--- config.mk ---
export PLATFORM = sky130hd
export DESIGN_NAME = button_step_conditioner
export DESIGN_NICKNAME = d
export VERILOG_FILES = /design/src/rtl/button_step_pkg.sv /design/src/rtl/button_debouncer.sv /design/src/rtl/button_step_conditioner.sv
export SDC_FILE = /design/constraint.sdc
export NUM_CORES = 1
export LEC_CHECK = 0
export CORE_UTILIZATION = 56
export DETAILED_ROUTE_END_ITERATION = 6
export PLACE_DENSITY = 0.73
export RECOVER_POWER = 50
export SETUP_SLACK_MARGIN = 0.1
export SLEW_MARGIN = 5
export SYNTH_ARGS = -nofsm -noshare
export SYNTH_HDL_FRONTEND = slang
export SYNTH_SLANG_ARGS = --single-unit
--- constraint.sdc ---
create_clock -name clk_in -period 2.56 [get_ports clk_in]
set_input_delay 0.512 -clock clk_in [delete_from_list [all_inputs] [get_ports clk_in]]
set_output_delay 0.512 -clock clk_in [all_outputs]
set_load 0.01 [all_outputs]
--- src/rtl/button_step_pkg.sv ---
// -----------------------------------------------------------------------------
// button_step_pkg
// Shared definitions for the push-button step conditioner.
//   DIR_E/W/N/S : bit index of each direction in the 4-bit held/step vectors
//   state_t     : repeat FSM states (idle, initial delay, auto-repeat)
//   cnt_width() : counter width able to hold 0 .. max_count-1 (at least 1 bit)
// -----------------------------------------------------------------------------
package button_step_pkg;

   localparam int DIR_E    = 0;
   localparam int DIR_W    = 1;
   localparam int DIR_N    = 2;
   localparam int DIR_S    = 3;
   localparam int NUM_DIRS = 4;

   typedef enum logic [1:0] {
      ST_IDLE   = 2'd0,
      ST_DELAY  = 2'd1,
      ST_REPEAT = 2'd2
   } state_t;

   function automatic int cnt_width(input int max_count);
      return (max_count > 1) ? $clog2(max_count) : 1;
   endfunction

endpackage

--- src/rtl/button_debouncer.sv ---
// -----------------------------------------------------------------------------
// button_debouncer
// Two-flop synchroniser followed by a counting debouncer for one raw button.
// The stable level flips only after the synchronised input has disagreed with
// it for DEBOUNCE_CYCLES consecutive cycles; any agreement restarts the count.
// Ports:
//   clk_i    in   system clock
//   rst_n_i  in   asynchronous active-low reset
//   btn_i    in   raw asynchronous button, active-high
//   stable_o out  debounced level
// -----------------------------------------------------------------------------
module button_debouncer
   import button_step_pkg::*;
#(
   parameter int DEBOUNCE_CYCLES = 500000
) (
   input  logic clk_i,
   input  logic rst_n_i,
   input  logic btn_i,
   output logic stable_o
);

   localparam int               CNT_W    = cnt_width(DEBOUNCE_CYCLES);
   localparam logic [CNT_W-1:0] CNT_LAST = CNT_W'(DEBOUNCE_CYCLES - 1);

   logic             sync1_q;
   logic             sync2_q;
   logic             stable_q;
   logic             stable_d;
   logic [CNT_W-1:0] cnt_q;
   logic [CNT_W-1:0] cnt_d;

   always_ff @(posedge clk_i or negedge rst_n_i) begin
      if (!rst_n_i) begin
         sync1_q  <= 1'b0;
         sync2_q  <= 1'b0;
         stable_q <= 1'b0;
         cnt_q    <= '0;
      end else begin
         sync1_q  <= btn_i;
         sync2_q  <= sync1_q;
         stable_q <= stable_d;
         cnt_q    <= cnt_d;
      end
   end

   // Counter only runs while the synchronised input disagrees; it clears on
   // agreement and on the flip itself, so it never wraps.
   always_comb begin
      stable_d = stable_q;
      cnt_d    = '0;
      if (sync2_q != stable_q) begin
         if (cnt_q == CNT_LAST) begin
            stable_d = ~stable_q;
         end else begin
            cnt_d = cnt_q + CNT_W'(1);
         end
      end
   end

   assign stable_o = stable_q;

endmodule

--- src/rtl/button_step_conditioner.sv ---
// -----------------------------------------------------------------------------
// button_step_conditioner
// Front-end for the cursor position stage: debounces the four board buttons
// and emits a registered move tick on press, then auto-repeat ticks while any
// button stays held. Each tick carries per-direction step strobes sampled
// from the debounced levels at the moment the tick is decided; opposing
// directions held together cancel.
// Optional build macro: BUTTON_STEP_ACCEL_EN -- after ACCEL_AFTER repeat ticks
// the repeat period halves (minimum 1 cycle) until all buttons are released.
// Ports:
//   clk_in                 in   system clock
//   rst_n_in               in   asynchronous active-low reset
//   BTN_EAST/WEST/NORTH/SOUTH in raw asynchronous buttons, active-high
//   held[3:0]              out  debounced levels, bit0=E bit1=W bit2=N bit3=S
//   move_tick              out  one-cycle pulse per step event
//   step_east/west/north/south out direction strobes, only with move_tick
// -----------------------------------------------------------------------------
module button_step_conditioner
   import button_step_pkg::*;
#(
   parameter int DEBOUNCE_CYCLES = 500000,
   parameter int REPEAT_DELAY    = 25000000,
   parameter int REPEAT_PERIOD   = 1000000
`ifdef BUTTON_STEP_ACCEL_EN
   ,
   parameter int ACCEL_AFTER     = 16
`endif
) (
   input  logic       clk_in,
   input  logic       rst_n_in,
   input  logic       BTN_EAST,
   input  logic       BTN_WEST,
   input  logic       BTN_NORTH,
   input  logic       BTN_SOUTH,
   output logic [3:0] held,
   output logic       move_tick,
   output logic       step_east,
   output logic       step_west,
   output logic       step_north,
   output logic       step_south
);

   localparam int CNT_MAX = (REPEAT_DELAY > REPEAT_PERIOD) ? REPEAT_DELAY : REPEAT_PERIOD;
   localparam int CNT_W   = cnt_width(CNT_MAX);

   localparam logic [CNT_W-1:0] DELAY_LAST  = CNT_W'(REPEAT_DELAY - 1);
   localparam logic [CNT_W-1:0] PERIOD_LAST = CNT_W'(REPEAT_PERIOD - 1);

   logic [NUM_DIRS-1:0] btn_raw;
   logic [NUM_DIRS-1:0] held_w;
   logic                any_held;

   state_t              state_q;
   state_t              state_d;
   logic [CNT_W-1:0]    cnt_q;
   logic [CNT_W-1:0]    cnt_d;
   logic                tick_q;
   logic                tick_d;
   logic [NUM_DIRS-1:0] step_q;
   logic [NUM_DIRS-1:0] step_d;
   logic [CNT_W-1:0]    period_last;

   assign btn_raw[DIR_E] = BTN_EAST;
   assign btn_raw[DIR_W] = BTN_WEST;
   assign btn_raw[DIR_N] = BTN_NORTH;
   assign btn_raw[DIR_S] = BTN_SOUTH;

   for (genvar gi = 0; gi < NUM_DIRS; gi++) begin : g_deb
      button_debouncer #(
         .DEBOUNCE_CYCLES(DEBOUNCE_CYCLES)
      ) u_deb (
         .clk_i   (clk_in),
         .rst_n_i (rst_n_in),
         .btn_i   (btn_raw[gi]),
         .stable_o(held_w[gi])
      );
   end

   assign any_held = |held_w;

`ifdef BUTTON_STEP_ACCEL_EN
   localparam int FAST_PERIOD = ((REPEAT_PERIOD >> 1) < 1) ? 1 : (REPEAT_PERIOD >> 1);
   localparam int ACC_W       = cnt_width(ACCEL_AFTER + 1);

   localparam logic [CNT_W-1:0] FAST_LAST = CNT_W'(FAST_PERIOD - 1);
   localparam logic [ACC_W-1:0] ACC_LAST  = ACC_W'(ACCEL_AFTER);

   logic [ACC_W-1:0] acc_q;
   logic [ACC_W-1:0] acc_d;

   always_ff @(posedge clk_in or negedge rst_n_in) begin
      if (!rst_n_in) begin
         acc_q <= '0;
      end else begin
         acc_q <= acc_d;
      end
   end

   // Counts only ticks issued from REPEAT (not the end-of-delay tick) and
   // saturates, so the fast period sticks until the buttons are released.
   always_comb begin
      acc_d = acc_q;
      if (state_q == ST_IDLE) begin
         acc_d = '0;
      end else if ((state_q == ST_REPEAT) && tick_d && (acc_q != ACC_LAST)) begin
         acc_d = acc_q + ACC_W'(1);
      end
   end

   assign period_last = (acc_q == ACC_LAST) ? FAST_LAST : PERIOD_LAST;
`else
   assign period_last = PERIOD_LAST;
`endif

   always_ff @(posedge clk_in or negedge rst_n_in) begin
      if (!rst_n_in) begin
         state_q <= ST_IDLE;
         cnt_q   <= '0;
         tick_q  <= 1'b0;
         step_q  <= '0;
      end else begin
         state_q <= state_d;
         cnt_q   <= cnt_d;
         tick_q  <= tick_d;
         step_q  <= step_d;
      end
   end

   // Release always wins over a pending tick so a let-go button never steps.
   always_comb begin
      state_d = state_q;
      cnt_d   = cnt_q;
      tick_d  = 1'b0;
      unique case (state_q)
         ST_IDLE: begin
            cnt_d = '0;
            if (any_held) begin
               tick_d  = 1'b1;
               state_d = ST_DELAY;
            end
         end
         ST_DELAY: begin
            if (!any_held) begin
               cnt_d   = '0;
               state_d = ST_IDLE;
            end else if (cnt_q == DELAY_LAST) begin
               tick_d  = 1'b1;
               cnt_d   = '0;
               state_d = ST_REPEAT;
            end else begin
               cnt_d = cnt_q + CNT_W'(1);
            end
         end
         ST_REPEAT: begin
            if (!any_held) begin
               cnt_d   = '0;
               state_d = ST_IDLE;
            end else if (cnt_q == period_last) begin
               tick_d = 1'b1;
               cnt_d  = '0;
            end else begin
               cnt_d = cnt_q + CNT_W'(1);
            end
         end
         default: begin
            cnt_d   = '0;
            state_d = ST_IDLE;
         end
      endcase
   end

   // Direction mask comes from the levels at decision time, so a button added
   // mid-hold simply joins the next tick; opposing pairs cancel each other.
   always_comb begin
      step_d        = '0;
      step_d[DIR_E] = tick_d & held_w[DIR_E] & ~held_w[DIR_W];
      step_d[DIR_W] = tick_d & held_w[DIR_W] & ~held_w[DIR_E];
      step_d[DIR_N] = tick_d & held_w[DIR_N] & ~held_w[DIR_S];
      step_d[DIR_S] = tick_d & held_w[DIR_S] & ~held_w[DIR_N];
   end

   assign held       = held_w;
   assign move_tick  = tick_q;
   assign step_east  = step_q[DIR_E];
   assign step_west  = step_q[DIR_W];
   assign step_north = step_q[DIR_N];
   assign step_south = step_q[DIR_S];

endmodule

==> results of run 1 <==
worst min-delay path by stage:
stage                     cells after the start                   start                      to  slack, ns
after floorplan                               0                rst_n_in                cnt_q[0]       0.22
after global placement                        0  g_deb[2].u_deb.sync1_q  g_deb[2].u_deb.sync2_q       0.33
after detailed placement                      0  g_deb[2].u_deb.sync1_q  g_deb[2].u_deb.sync2_q       0.34
after CTS                                     0  g_deb[2].u_deb.sync1_q  g_deb[2].u_deb.sync2_q       0.35
after global routing                          0  g_deb[2].u_deb.sync1_q  g_deb[2].u_deb.sync2_q       0.36
final                                         0  g_deb[2].u_deb.sync1_q  g_deb[2].u_deb.sync2_q       0.35
critical path, cell delays in order (launching register included):
cell	delay, ns
dfrtp_1	0.39
ha_1	0.24
and4_1	0.30
nand4_1	0.20
nor3_1	0.38
a41oi_1	0.29
nor3b_1	0.26
per-layer routing:
layer / track usage, % / vias up / wire, um
met2: 35.5 / 52 / 4970
met4: 12.9 / 0 / 248
li1: - / 1964 / -
met1: 29.3 / 1944 / 4900
met3: 5.97 / 24 / 288
met5: 0 / - / 0
per-stage QoR:
stage	setup WS [ns]	hold slack [ns]	instance area (um2)	utilization (%)	power [uW]
after detailed placement	0.385	0.336	5950	60.6	2080
after global routing	0.0829	0.361	6520	66.4	4370
final	0.407	0.347	6520	66.4	4220
after CTS	0.380	0.351	6510	66.3	4280
after floorplan	0.767	0.216	5700	-	2020
after global placement	0.502	0.332	5950	60.6	2070
cell type report:
type                    count  share of cell area [%]
clock buffers              25                    7.43
clock inverters             7                    1.04
inverters                  16                   0.922
multi-input cells         417                    39.1
flip-flops and latches    120                    46.1
well taps                 133                    2.55
repair buffers             19                    2.86
Yosys cell counts (4+ instances only):
cell | number | area [um2]
dfrtp_1 | 120 | 3000
nor2_1 | 118 | 443
xor2_1 | 56 | 490
nand2_1 | 39 | 146
nand3_1 | 39 | 195
xnor2_1 | 38 | 333
nand4_1 | 28 | 175
inv_1 | 16 | 60.1
nor3_1 | 16 | 80.1
and3_1 | 10 | 62.6
nor4_1 | 10 | 62.6
ha_1 | 9 | 113
buf_4 | 8 | 60.1
buf_2 | 6 | 30.0
and2_1 | 5 | 31.3
nor4b_1 | 5 | 43.8
or2_2 | 5 | 31.3
and4_1 | 4 | 35.0
mux2_2 | 4 | 45.0
nor3b_1 | 4 | 30.0
report_power, final:
group          leakage (uW)  internal [uW]  total [uW]  switching (uW)
sequential          0.00165           1920        1940            20.4
clock              0.000264           1380        2180             796
combinational      0.000789           29.7         101            70.8
registers in the layout (all words and copies together) (netlist names):
register and cells:
step_q 4, g_deb.u_deb.cnt_q 76, state_q 2, g_deb.u_deb.sync2_q 4, g_deb.u_deb.sync1_q 4, g_deb.u_deb.stable_o 4
cnt_q 25, move_tick 1
kinds of logic after synthesis:
group,Yosys count,share of synthesized area [%]
simple gates,300,26.2
flops,120,52.7
xor+xnor,94,14.4
buf+inv,31,2.70
compound gates,10,1.19
fa+ha+maj,9,1.98
mux,4,0.790
cells in the final DEF (no fill, tap or decap), types with 2 or more instances in the layout:
master / count
nor4bb_1: 2
dlygate4sd3_1: 5
and3_1: 10
nand2_1: 39
nor3_1: 16
and2_1: 5
nor4b_1: 5
nand3_1: 39
nand4b_1: 3
nor3b_1: 4
ha_1: 9
inv_1: 16
clkbuf_16: 16
xnor2_1: 38
nand4_1: 28
mux2_2: 4
clkinvlp_4: 3
buf_4: 2
clkbuf_1: 5
o21ai_0: 2
nor2_1: 118
and4_1: 4
nor3_2: 3
a21oi_1: 2
clkbuf_8: 5
xor2_1: 56
clkinv_2: 3
nor4_1: 10
dfrtp_1: 120
or2_2: 5
clkdlybuf4s50_1: 9
repair_timing:
action                                 in CTS  in global routing
buffers inserted                            0                  0
gates resized for setup                     0                  1
hold buffers                                1                  0
endpoints found under the hold margin      22                  0
setup endpoints to repair                   0                 14
==> out/metrics.yaml, run 1 <==
antenna_found_initial: 0
final_cells: 737
tns_ns: 0
grt_use_total_pct: 22.9
gr-total-overflow: 0
wl_per_cell_um: 14.1
p_leak_uw: 0.00270
syn_inst: 568
fin_skew_ns: 0.00542
dieArea_um2: 10600
first_pass_iters: 4
vias: 3984
finalSetupViolCount: 0
synth.cell_area_um2: 5700
start_kind: "register"
viasPerCell: 5.41
grt_pass1_wl_um: 18200
core_um2: 9820
path_clk_slew_ns: 0.06
ant_nets: 0
wl_um: 10400
clock_path_buffers: 2
crit_required_ns: 2.99
multiInputGateArea_um2: 2550
cp_max_fo: 5
fillerInstances: 799
insertion_delay_ns: 0.52
path_class: "register to register"
relSlewSlack_pct: 8.59
fmax_ghz: 0.465
first_global_vias: 3981
clock-sinks: 120
hold_path.class: "register to register"
yosys_warnings: 0
row_count: 36
synthFlopType: "dfrtp_1"
startpoint: "cnt_q[0]"
area_growth_pct: 14.4
root_buffer: "clkbuf_8"
layout.area.seq_um2: 3000
place_hpwl_um: 6820
ys_seq_area_share_pct: 52.7
place.gp.congestion: 0.808
fp.dieH_um: 103
r2r.worst_path.cells: 6
drc: 0
cts_made_buffers: 17
io_buffers: 14
status: "complete, no violations"
pin_count: 15
synth_edf_count: 0
grt_setup_unrepaired: "no"
fin_crit_sh_pct: 84.1
h-tree-depth: 4
synth.avg_cell_area_um2: 10.0
end_kind: "register"
fin_crit_ns: 2.15
async_reset_ff_share_pct: 100
ys_types: 41
worst_pin_slew_ns: 1.37
maxCapViolations: 0
placedCellCount: 704
hold_viol_final: 0
finalMaxSlewViolations: 0
cp-endpoint: "step_q[0]"
timing.rr.end: "step_q[0]"
drive_gt1_share_pct: 7.95
ys_ff_latch: 120
worst_ir_drop_vdd_mv: 0.510
p_per_area_nw_per_um2: 648
synth.net_count: 583
first_iter_violations: 150
nets: 606
crit_arrival_ns: 2.58
initial_core_util_pct: 58.0
grt_max_degree: 62
antenna_cells: 0
rr_startpoint: "cnt_q[0]"
die_x_um: 103
ff2ff_setup_slack_ns: 0.41
cts_tree: "done"
(Power assumes the default switching activity.)
==> inputs of run 2 (changes only) <==
==> constraint.sdc (replaced) <==
create_clock -name clk_in -period 2.2 [get_ports clk_in]
set_input_delay 0.44 -clock clk_in [delete_from_list [all_inputs] [get_ports clk_in]]
set_output_delay 0.44 -clock clk_in [all_outputs]
set_load 0.01 [all_outputs]
==> run 2 against run 1 <==
Against the previous run:
- sequential share of layout area decreased by 0.96 points
- count of clock-buffer cells in the layout decreased by 1
- combinational power increased by 16%
- highest routed layer unchanged
==> out/metrics.yaml, run 2 (synthesis gave the netlist of run 1 again) <==
gr-total-overflow: 0
grt_max_degree: 56
pin_count: 15
drive_gt1_share_pct: 10.4
worst_hold_slack_ns: 0.354
hold_viol_final: 0
hold_path.class: "register to register"
first_pass_iters: 4
cts_tree: "done"
final_cells: 747
finalSetupViolCount: 0
crit_family: "buffers and inverters"
p_per_area_nw_per_um2: 769
fp.dieH_um: 103
root_buffer: "clkbuf_8"
grt_util_met2_pct: 35.8
grt_use_total_pct: 22.9
use_met3_pct: 5.76
place_hpwl_um: 6860
regMostFlops: "g_deb.u_deb.cnt_q"
worst_ir_drop_vdd_mv: 0.673
rr_startpoint: "cnt_q[0]"
cp_num_buf_inv: 1
relSlewSlack_pct: 33.4
core_um2: 9820
grt_setup_unrepaired: "yes"
wl_um: 10400
finalMaxSlewViolations: 0
crit_chain: "clkdlybuf4s50_1"
fillerInstances: 794
fin_crit_sh_pct: 91.5
nets: 616
grt_pass1_wl_um: 18200
clock_path_buffers: 2
ff2ff_setup_slack_ns: 0.22
worst_pin_slew_ns: 0.999
wl_per_cell_um: 13.9
fin_crit_ns: 2.01
first_iter_violations: 167
vias: 4031
p_leak_uw: 0.00281
cp_max_fo: 7
drc: 0
status: "complete, no violations"
end_kind: "output pin"
crit_required_ns: 1.76
fin_skew_ns: 0.00538
crit_cells: 1
initial_core_util_pct: 58.0
timing.rr.end: "cnt_q[14]"
h-tree-depth: 4
placedCellCount: 713
grtUsageMet1_pct: 28.9
crit_arrival_ns: 1.57
critical_path.slowest_cell: "clkdlybuf4s50_1"
reg_top3: "g_deb.u_deb.cnt_q: 76 flops, cnt_q: 25 flops"
largest_reg_flops: 76
path_class: "register to output pin"
ant_nets: 0
maxCapViolations: 0
area_growth_pct: 16.8
fmax_ghz: 0.497
cp-endpoint: "held[0]"
insertion_delay_ns: 0.53
layout_common_cells: "dfrtp_1, nor2_1, xor2_1"
io_buffers: 14
start_kind: "register"
antenna_cells: 0
final_common_cell: "dfrtp_1"
antenna_found_initial: 0
row_count: 36
place.gp.congestion: 0.825
busiest_layer: "met2"
tns_ns: 0
r2r.worst_path.cells: 7
path_clk_slew_ns: 0.05
clock-sinks: 120
startpoint: "g_deb[0].u_deb.stable_o"
viasPerCell: 5.40
first_global_vias: 4018
cts_made_buffers: 17
die_x_um: 103
dieArea_um2: 10600
cpPeakStageDelay_ns: 0.58
final_util_pct: 67.8
-- run 2: changes by cell type in the layout (fill, tap and decap cells not counted), sizes merged --
cell,previous run,this run
clkinv,3,5
clkinvlp,3,0
dlymetal6s2s,0,1
bufinv,1,3
clkdlybuf4s50,9,8
buf,3,12
-- run 2: per-layer routing --
layer	up-vias	part of all wire, %
li1	1988	-
met1	1970	47
met2	52	48
met3	21	3.1
met4	0	2.5
met5	-	0
-- run 2: where the power goes --
part | internal (uW) | total, uW | switching [uW]
logic | 34.7 | 117 | 82.3
registers | 2240 | 2260 | 23.7
clock network | 1810 | 2740 | 932
total | 4080 | 5120 | 1040
-- run 2: worst min-delay path by stage --
stage / from / to / slack (ns) / depth (start not counted)
after global routing: g_deb[2].u_deb.sync1_q / g_deb[2].u_deb.sync2_q / 0.36 / 0
after floorplan: rst_n_in / cnt_q[0] / 0.14 / 0
after detailed placement: g_deb[2].u_deb.sync1_q / g_deb[2].u_deb.sync2_q / 0.34 / 0
after CTS: BTN_NORTH / g_deb[2].u_deb.sync1_q / 0.31 / 1
final: g_deb[2].u_deb.sync1_q / g_deb[2].u_deb.sync2_q / 0.35 / 0
after global placement: g_deb[2].u_deb.sync1_q / g_deb[2].u_deb.sync2_q / 0.33 / 0
-- run 2: layout make-up --
type                       instances  area (um2)  share of cell area, %
inverter                          16        60.1                  0.902
clock buffer                      24         470                   7.07
tap                              133         166                   2.50
multi-input combinational        417        2570                   38.5
clock inverter                     8         119                   1.79
sequential                       120        3000                   45.1
timing repair buffer              29         272                   4.08
-- run 2: per-stage QoR --
step                cell area [um2]  power (uW)  setup slack, ns
floorplan                      5700        2350            0.407
CTS                            6630        5190            0.106
global placement               6030        2420            0.284
finish                         6660        5120            0.188
detailed placement             6030        2420            0.158
global route                   6660        5280           0.0858
-- run 2: timing repair --
action | CTS | global route
buffers inserted | 0 | 1
pin swaps | 0 | 2
endpoints found under the setup margin | 1 | 31
resized for setup | 1 | 6
hold buffers | 1 | 0
endpoints found under the hold margin | 35 | 0
